==> config.mk <==
export PLATFORM = sky130hd
export DESIGN_NAME = abs_transfer_sequencer_flat
export DESIGN_NICKNAME = d
export VERILOG_FILES = /design/src/rtl/abs_transfer_sequencer_if.sv /design/src/rtl/abs_transfer_sequencer.sv /design/src/flat_wrapper.sv
export SDC_FILE = /design/constraint.sdc
export NUM_CORES = 1
export LEC_CHECK = 0
export ABC_AREA = 1
export BUFFER_PORTS_ARGS = -buffer_cell sky130_fd_sc_hd__buf_2
export CAP_MARGIN = 0
export CORE_ASPECT_RATIO = 1.4
export CORE_MARGIN = 2
export CORE_UTILIZATION = 41
export CTS_CLUSTER_SIZE = 10
export DETAILED_ROUTE_END_ITERATION = 8
export HOLD_SLACK_MARGIN = 0.15
export PLACE_DENSITY = 0.79
export SKIP_LAST_GASP = 1
export SLEW_MARGIN = 20
export SYNTH_ARGS = -nofsm -noshare
export SYNTH_HDL_FRONTEND = slang
export SYNTH_SLANG_ARGS = --single-unit
==> constraint.sdc <==
create_clock -name clk -period 2.1 [get_ports clk]
set_clock_uncertainty 0.1 [all_clocks]
set_input_delay 0.21 -clock clk [delete_from_list [all_inputs] [get_ports clk]]
set_output_delay 0.21 -clock clk [all_outputs]
set_load 0.02 [all_outputs]
==> src/rtl/abs_transfer_sequencer_if.sv <==
// Request/strobe bundle between the control unit and abs_transfer_sequencer.
// The master holds start with mode. The request is taken on an edge where the sequencer
// is idle or showing done. busy covers the whole transfer. done (or illegal, for a bad
// mode) pulses for exactly one cycle.
interface abs_transfer_sequencer_if;
  logic       start;
  logic [2:0] mode;
  logic       busy;
  logic       done;
  logic       illegal;
  logic       ir_fetch;
  logic [7:0] write8;
  logic [5:0] read16;
  logic [5:0] write16;
  logic [1:0] read_alu8;
  logic [1:0] write_alu8;
  logic [1:0] read_sp;
  logic       move_reg;
  logic       bus_in;
  logic       bus_out;
  logic       address_out;
  logic       high_page;
  logic [1:0] increment16;

  modport master (
    output start, mode,
    input  busy, done, illegal, ir_fetch, write8, read16, write16, read_alu8,
           write_alu8, read_sp, move_reg, bus_in, bus_out, address_out, high_page,
           increment16
  );

  modport slave (
    input  start, mode,
    output busy, done, illegal, ir_fetch, write8, read16, write16, read_alu8,
           write_alu8, read_sp, move_reg, bus_in, bus_out, address_out, high_page,
           increment16
  );
endinterface

==> src/rtl/abs_transfer_sequencer.sv <==
// Self-timed sequencer for LD/LDH absolute transfers between A (or SP) and memory.
// Define ABS_TRANSFER_SP_STORE_EN to build the LD (a16),SP path (mode 100, DATA_HI state).
module abs_transfer_sequencer #(
  parameter int         STEPS     = 4,
  parameter logic [7:0] HIGH_PAGE = 8'hFF
) (
  input  logic                      clk,
  input  logic                      rst,
  abs_transfer_sequencer_if.slave   bus,
  output logic [7:0]                page_addr,
  output logic [2:0]                dbg_state
);
  localparam int            SW    = $clog2(STEPS);
  localparam logic [SW-1:0] LAST  = SW'(STEPS - 1);
  localparam logic [SW-1:0] STEP1 = SW'(1);

  typedef enum logic [2:0] {
    IDLE    = 3'd0,
    IMM_LO  = 3'd1,
    IMM_HI  = 3'd2,
    DATA_LO = 3'd3,
`ifdef ABS_TRANSFER_SP_STORE_EN
    DATA_HI = 3'd4,
`endif
    FETCH   = 3'd5
  } state_t;

  state_t        state, state_n;
  logic [SW-1:0] step, step_n;
  logic [2:0]    mode, mode_n;
  logic          illegal, illegal_n;
  logic          last, accept, legal;
  logic          high_mode, store_a, load_a, sp_store;

  always_ff @(posedge clk) begin
    if (rst) begin
      state   <= IDLE;
      step    <= '0;
      mode    <= 3'b000;
      illegal <= 1'b0;
    end else begin
      state   <= state_n;
      step    <= step_n;
      mode    <= mode_n;
      illegal <= illegal_n;
    end
  end

  always_comb begin
    high_mode = ~mode[2] & mode[1];
    store_a   = ~mode[2] & ~mode[0];
    load_a    = ~mode[2] & mode[0];
`ifdef ABS_TRANSFER_SP_STORE_EN
    sp_store  = (mode == 3'b100);
    legal     = ~bus.mode[2] | (bus.mode == 3'b100);
`else
    sp_store  = 1'b0;
    legal     = ~bus.mode[2];
`endif
  end

  // The final FETCH step samples start exactly like IDLE so ops can run back to back.
  always_comb begin
    state_n   = state;
    step_n    = step;
    mode_n    = mode;
    illegal_n = 1'b0;
    last      = (step == LAST);
    accept    = (state == IDLE) || ((state == FETCH) && last);
    if (state != IDLE) step_n = last ? '0 : step + STEP1;
    case (state)
      IMM_LO:  if (last) state_n = high_mode ? DATA_LO : IMM_HI;
      IMM_HI:  if (last) state_n = DATA_LO;
      DATA_LO: if (last) begin
        state_n = FETCH;
`ifdef ABS_TRANSFER_SP_STORE_EN
        if (sp_store) state_n = DATA_HI;
`endif
      end
`ifdef ABS_TRANSFER_SP_STORE_EN
      DATA_HI: if (last) state_n = FETCH;
`endif
      FETCH:   if (last) state_n = IDLE;
      default: state_n = IDLE;
    endcase
    if (accept && bus.start) begin
      if (legal) begin
        state_n = IMM_LO;
        step_n  = '0;
        mode_n  = bus.mode;
      end else begin
        illegal_n = 1'b1;
      end
    end
  end

  always_comb begin
    bus.busy        = (state != IDLE);
    bus.done        = (state == FETCH) && last;
    bus.illegal     = illegal;
    bus.ir_fetch    = (state == FETCH);
    bus.write8      = '0;
    bus.read16      = '0;
    bus.write16     = '0;
    bus.read_alu8   = '0;
    bus.write_alu8  = '0;
    bus.read_sp     = '0;
    bus.move_reg    = 1'b0;
    bus.bus_in      = 1'b0;
    bus.bus_out     = 1'b0;
    bus.address_out = 1'b0;
    bus.high_page   = 1'b0;
    bus.increment16 = '0;
    case (state)
      IMM_LO, IMM_HI: begin
        if (step == '0) begin
          bus.read16[5]   = 1'b1;
          bus.address_out = 1'b1;
          bus.bus_in      = 1'b1;
          if (state == IMM_LO) bus.write8[0] = 1'b1;
          else                 bus.write8[1] = 1'b1;
        end else if (step == STEP1) begin
          bus.write16[5]     = 1'b1;
          bus.increment16[0] = 1'b1;
        end
      end
      DATA_LO: begin
        if (step == '0) begin
          bus.read16[0]   = 1'b1;
          bus.address_out = 1'b1;
          bus.high_page   = high_mode;
          if (store_a) begin
            bus.read_alu8[0] = 1'b1;
            bus.move_reg     = 1'b1;
            bus.bus_out      = 1'b1;
          end
          if (load_a) begin
            bus.write_alu8[0] = 1'b1;
            bus.bus_in        = 1'b1;
          end
`ifdef ABS_TRANSFER_SP_STORE_EN
          if (sp_store) begin
            bus.read_sp[0] = 1'b1;
            bus.bus_out    = 1'b1;
          end
`endif
        end else if (step == STEP1) begin
          bus.increment16[1] = sp_store;
        end
      end
`ifdef ABS_TRANSFER_SP_STORE_EN
      DATA_HI: begin
        if (step == '0) begin
          bus.read16[0]   = 1'b1;
          bus.address_out = 1'b1;
          bus.read_sp[1]  = 1'b1;
          bus.bus_out     = 1'b1;
        end
      end
`endif
      default: ;
    endcase
  end

  assign page_addr = bus.high_page ? HIGH_PAGE : 8'h00;
  assign dbg_state = state;
endmodule

==> src/flat_wrapper.sv <==
// flat-port wrapper written by rule: the top's interface ports become plain ports
module abs_transfer_sequencer_flat 
#(
  parameter int         STEPS     = 4,
  parameter logic [7:0] HIGH_PAGE = 8'hFF
)
  (clk, rst, page_addr, dbg_state, bus_start, bus_mode, bus_busy, bus_done, bus_illegal, bus_ir_fetch, bus_write8, bus_read16, bus_write16, bus_read_alu8, bus_write_alu8, bus_read_sp, bus_move_reg, bus_bus_in, bus_bus_out, bus_address_out, bus_high_page, bus_increment16);
  abs_transfer_sequencer_if bus_i ();
  input  logic clk;
  input  logic rst;
  output logic [7:0] page_addr;
  output logic [2:0] dbg_state;
  input wire logic [$bits(bus_i.start)-1:0] bus_start;
  input wire logic [$bits(bus_i.mode)-1:0] bus_mode;
  output wire logic [$bits(bus_i.busy)-1:0] bus_busy;
  output wire logic [$bits(bus_i.done)-1:0] bus_done;
  output wire logic [$bits(bus_i.illegal)-1:0] bus_illegal;
  output wire logic [$bits(bus_i.ir_fetch)-1:0] bus_ir_fetch;
  output wire logic [$bits(bus_i.write8)-1:0] bus_write8;
  output wire logic [$bits(bus_i.read16)-1:0] bus_read16;
  output wire logic [$bits(bus_i.write16)-1:0] bus_write16;
  output wire logic [$bits(bus_i.read_alu8)-1:0] bus_read_alu8;
  output wire logic [$bits(bus_i.write_alu8)-1:0] bus_write_alu8;
  output wire logic [$bits(bus_i.read_sp)-1:0] bus_read_sp;
  output wire logic [$bits(bus_i.move_reg)-1:0] bus_move_reg;
  output wire logic [$bits(bus_i.bus_in)-1:0] bus_bus_in;
  output wire logic [$bits(bus_i.bus_out)-1:0] bus_bus_out;
  output wire logic [$bits(bus_i.address_out)-1:0] bus_address_out;
  output wire logic [$bits(bus_i.high_page)-1:0] bus_high_page;
  output wire logic [$bits(bus_i.increment16)-1:0] bus_increment16;
  assign bus_i.start = bus_start;
  assign bus_i.mode = bus_mode;
  assign bus_busy = bus_i.busy;
  assign bus_done = bus_i.done;
  assign bus_illegal = bus_i.illegal;
  assign bus_ir_fetch = bus_i.ir_fetch;
  assign bus_write8 = bus_i.write8;
  assign bus_read16 = bus_i.read16;
  assign bus_write16 = bus_i.write16;
  assign bus_read_alu8 = bus_i.read_alu8;
  assign bus_write_alu8 = bus_i.write_alu8;
  assign bus_read_sp = bus_i.read_sp;
  assign bus_move_reg = bus_i.move_reg;
  assign bus_bus_in = bus_i.bus_in;
  assign bus_bus_out = bus_i.bus_out;
  assign bus_address_out = bus_i.address_out;
  assign bus_high_page = bus_i.high_page;
  assign bus_increment16 = bus_i.increment16;
  abs_transfer_sequencer #(.STEPS(STEPS), .HIGH_PAGE(HIGH_PAGE)) u_core (.clk(clk), .rst(rst), .bus(bus_i), .page_addr(page_addr), .dbg_state(dbg_state));
endmodule
==> impl_metrics.py <==
metrics = {
    "setup_path": {
        "cp-end-kind": "output port",
        "r2r_slack_ns": 0.25,
        "endpoint": "bus_move_reg",
        "path_depth": 7,
        "cp_num_buf_inv": 3,
        "crit_chain": "inv_1 > nor2_2 > inv_1 > nor2_1 > nand2_1 > nor2_1 > buf_2",
        "crit_slowest_cell": "dfxtp_1",
        "crit_path_max_fanout": 5,
        "crit_type": "reg2out",
        "r2r_cells": 6,
        "start_kind": "register",
        "crit_required_ns": 1.79,
        "max_stage_delay_ns": 0.35,
        "crit_start": "u_core.dbg_state[1]",
        "cp_top_family": "simple AND/OR/NAND/NOR gates",
        "cp.arrival_ns": 1.58,
        "r2r-start": "u_core.step[0]",
        "r2r-end": "u_core.bus.illegal",
    },
    "timing": {
        "finalCritPeriodShare_pct": 90.2,
        "fmax_ghz": 0.528,
        "finalCriticalPeriod_ns": 1.89,
        "setup_viol": 0,
        "grt_setup_unrepaired": "no",
        "setup_slack_ns": 0.206,
        "slew_viol_final": 0,
        "finalSetupTns_ns": 0,
        "fin_hold_ws_ns": 0.196,
        "hold_viol": 0,
    },
    "drt": {
        "remaining_drc_errors": 0,
        "dr.pass1.iters": 4,
        "finalWirelength_mm": 1.43,
        "drtIter0Drc": 12,
        "wl_per_cell_um": 8.62,
        "vias": 734,
        "ant_nets": 0,
        "viasPerCell": 4.42,
    },
    "global_route": {
        "grt_util_all_layers_pct": 12.6,
        "grt_max_degree": 10,
        "grt_first_pass_wirelength_mm": 2.04,
        "grt_pass1_vias": 556,
        "grt_antenna_before_repair": 0,
        "grt.overflow.total": 0,
    },
    "clock_tree": {
        "htree_levels": 1,
        "worstSkewPairLatency_ns": 0.25,
        "cts_num_sinks": 8,
        "ctsLongestPathBuffers": 2,
        "tritoncts": "done",
        "numCtsBuffers": 3,
        "cts_root_buf": "clkbuf_4",
        "clk_pin_slew_worst_paths_ns": 0.05,
    },
    "floorplanning": {
        "die_h_um": 55.8,
        "core-area_mm2": 0.00178,
        "die_width_um": 41.0,
        "initial_utilization_pct": 44.2,
        "rows": 18,
        "ios": 54,
        "die-area_mm2": 0.00229,
    },
    "placement": {
        "placed_area_um2": 816,
        "finalWeightedCongestion": 0.857,
        "hpwlAfterDp_mm": 1.20,
        "pre_cts_ws_ns": 0.328,
        "io_buffers": 33,
        "placed_cells_incl_taps": 160,
    },
    "power_and_ir_drop": {
        "ir_drop_uv": 248,
        "seqPwrFrac_pct": 44.1,
        "clkPwrFrac_pct": 31.0,
        "switchingPower_mw": 0.121,
        "swShare_pct": 33.0,
        "p_int_mw": 0.245,
        "power_frac_comb_pct": 24.9,
        "power_mw": 0.366,
        "power_density_mw_per_mm2": 418,
        "power.leakage_nw": 0.565,
    },
    "final_layout": {
        "final_cells": 166,
        "antennaDiodeCount": 0,
        "design_area_um2": 876,
        "fin_util_pct": 49.2,
        "synthToLayoutAreaGrowth_pct": 11.3,
        "n_fill_cell": 190,
        "nets": 158,
        "drive_above_1_share_pct": 28.8,
    },
    "yosys": {
        "netlist_instances": 119,
        "ys_warn_count": 0,
        "syn_area_um2": 787,
        "seq_area_frac_synth_pct": 20.3,
        "ys_ff_latch": 8,
        "yosysUniqueCellTypes": 17,
        "avgSynthCellArea_um2": 6.61,
    },
    "run": {
        "maxCapViolCount": 0,
    },
    "run_status": {
        "status": "finished clean",
    },
    "worst_hold_path": {
        "hold_path.class": "in2reg",
    },
}
==> routing by layer <==
metal | up-vias | global-route usage, % | routed length [um]
li1 | 370 | - | -
met4 | 0 | 10.0 | 27
met3 | 2 | 1.20 | 145
met5 | - | 0 | 0
met1 | 313 | 12.9 | 551
met2 | 49 | 20.8 | 707
==> cell usage in the layout (no fill, tap or decap) <==
master,count
nand3_4,1
clkbuf_4,3
dfxtp_1,8
o22ai_1,1
buf_2,33
nand2_2,1
nand4_1,4
nor2_4,1
nand2_4,1
nor2_2,2
o21ai_0,5
nand3_1,4
ha_1,4
nand2_1,14
inv_1,23
dlygate4sd3_1,3
nor3_1,1
conb_1,20
a21oi_1,4
nor2_1,13
==> cell families (layout without fill, tap and decap cells) <==
| logic type | count (synthesis) | count (layout) | share of synthesized area [%] |
|---|---|---|---|
| AO/OA/AOI/OAI | 10 | 10 | 6.52 |
| adder cells (fa/ha/maj) | 4 | 4 | 6.36 |
| buffers and inverters | 54 | 62 | 40.5 |
| flip-flops | 8 | 8 | 20.3 |
| other | 1 | 20 | 0.476 |
| AND/OR/NAND/NOR | 42 | 42 | 25.8 |
==> synthesized netlist by cell type, drive strengths merged <==
cell	instances	area share [%]
a21oi	4	2.5
buf	31	30
conb	1	0.48
dfxtp	8	20
ha	4	6.4
inv	23	11
nand2	16	8.9
nand3	5	4.8
nand4	4	3.2
nor2	16	8.3
nor3	1	0.64
o21ai	5	3.2
o22ai	1	0.80
==> worst register-to-register path: cells and delay by family (launching register included) <==
family / cells / cell delay (ns)
buf+inv: 1 / 0.55
simple gates: 4 / 0.49
flops: 1 / 0.39
fa+ha+maj: 1 / 0.26
==> registers in the layout, indices dropped and copies added, names as in the netlist <==
register / count
u_core.dbg_state: 3
u_core.bus.illegal: 1
u_core.mode: 2
u_core.step: 2
==> worst min path at each step <==
stage / cells after the start / start / endpoint
CTS: 5 / bus_mode[0] / u_core.mode[0]
global route: 5 / bus_mode[1] / u_core.mode[1]
finish: 5 / bus_mode[0] / u_core.mode[0]
global placement: 2 / rst / u_core.dbg_state[2]
floorplan: 1 / rst / u_core.dbg_state[2]
detailed placement: 2 / rst / u_core.dbg_state[2]
==> power groups by stage <==
stage / combinational [mW] / sequential, mW / clock (mW)
after global placement: 0.0843 / 0.164 / 0
after detailed placement: 0.0851 / 0.165 / 0
after CTS: 0.0899 / 0.162 / 0.120
after global routing: 0.100 / 0.162 / 0.127
after floorplan: 0.0939 / 0.166 / 0
final: 0.0911 / 0.162 / 0.114
==> repair_timing <==
item | CTS | global route
resized for setup | 0 | 2
setup buffers | 0 | 0
endpoints found under the hold margin | 3 | 0
setup endpoints to repair | 0 | 9
hold buffers | 3 | 0
==> layout make-up <==
class / instances / area (um2) / share of cell area, %
multi-input combinational: 76 / 387 / 44.1
timing repair buffer: 36 / 195 / 22.3
sequential: 8 / 160 / 18.3
inverter: 23 / 86.3 / 9.86
tap: 20 / 25.0 / 2.86
clock buffer: 3 / 22.5 / 2.57
Note: power is estimated with default switching activity, not from simulation.
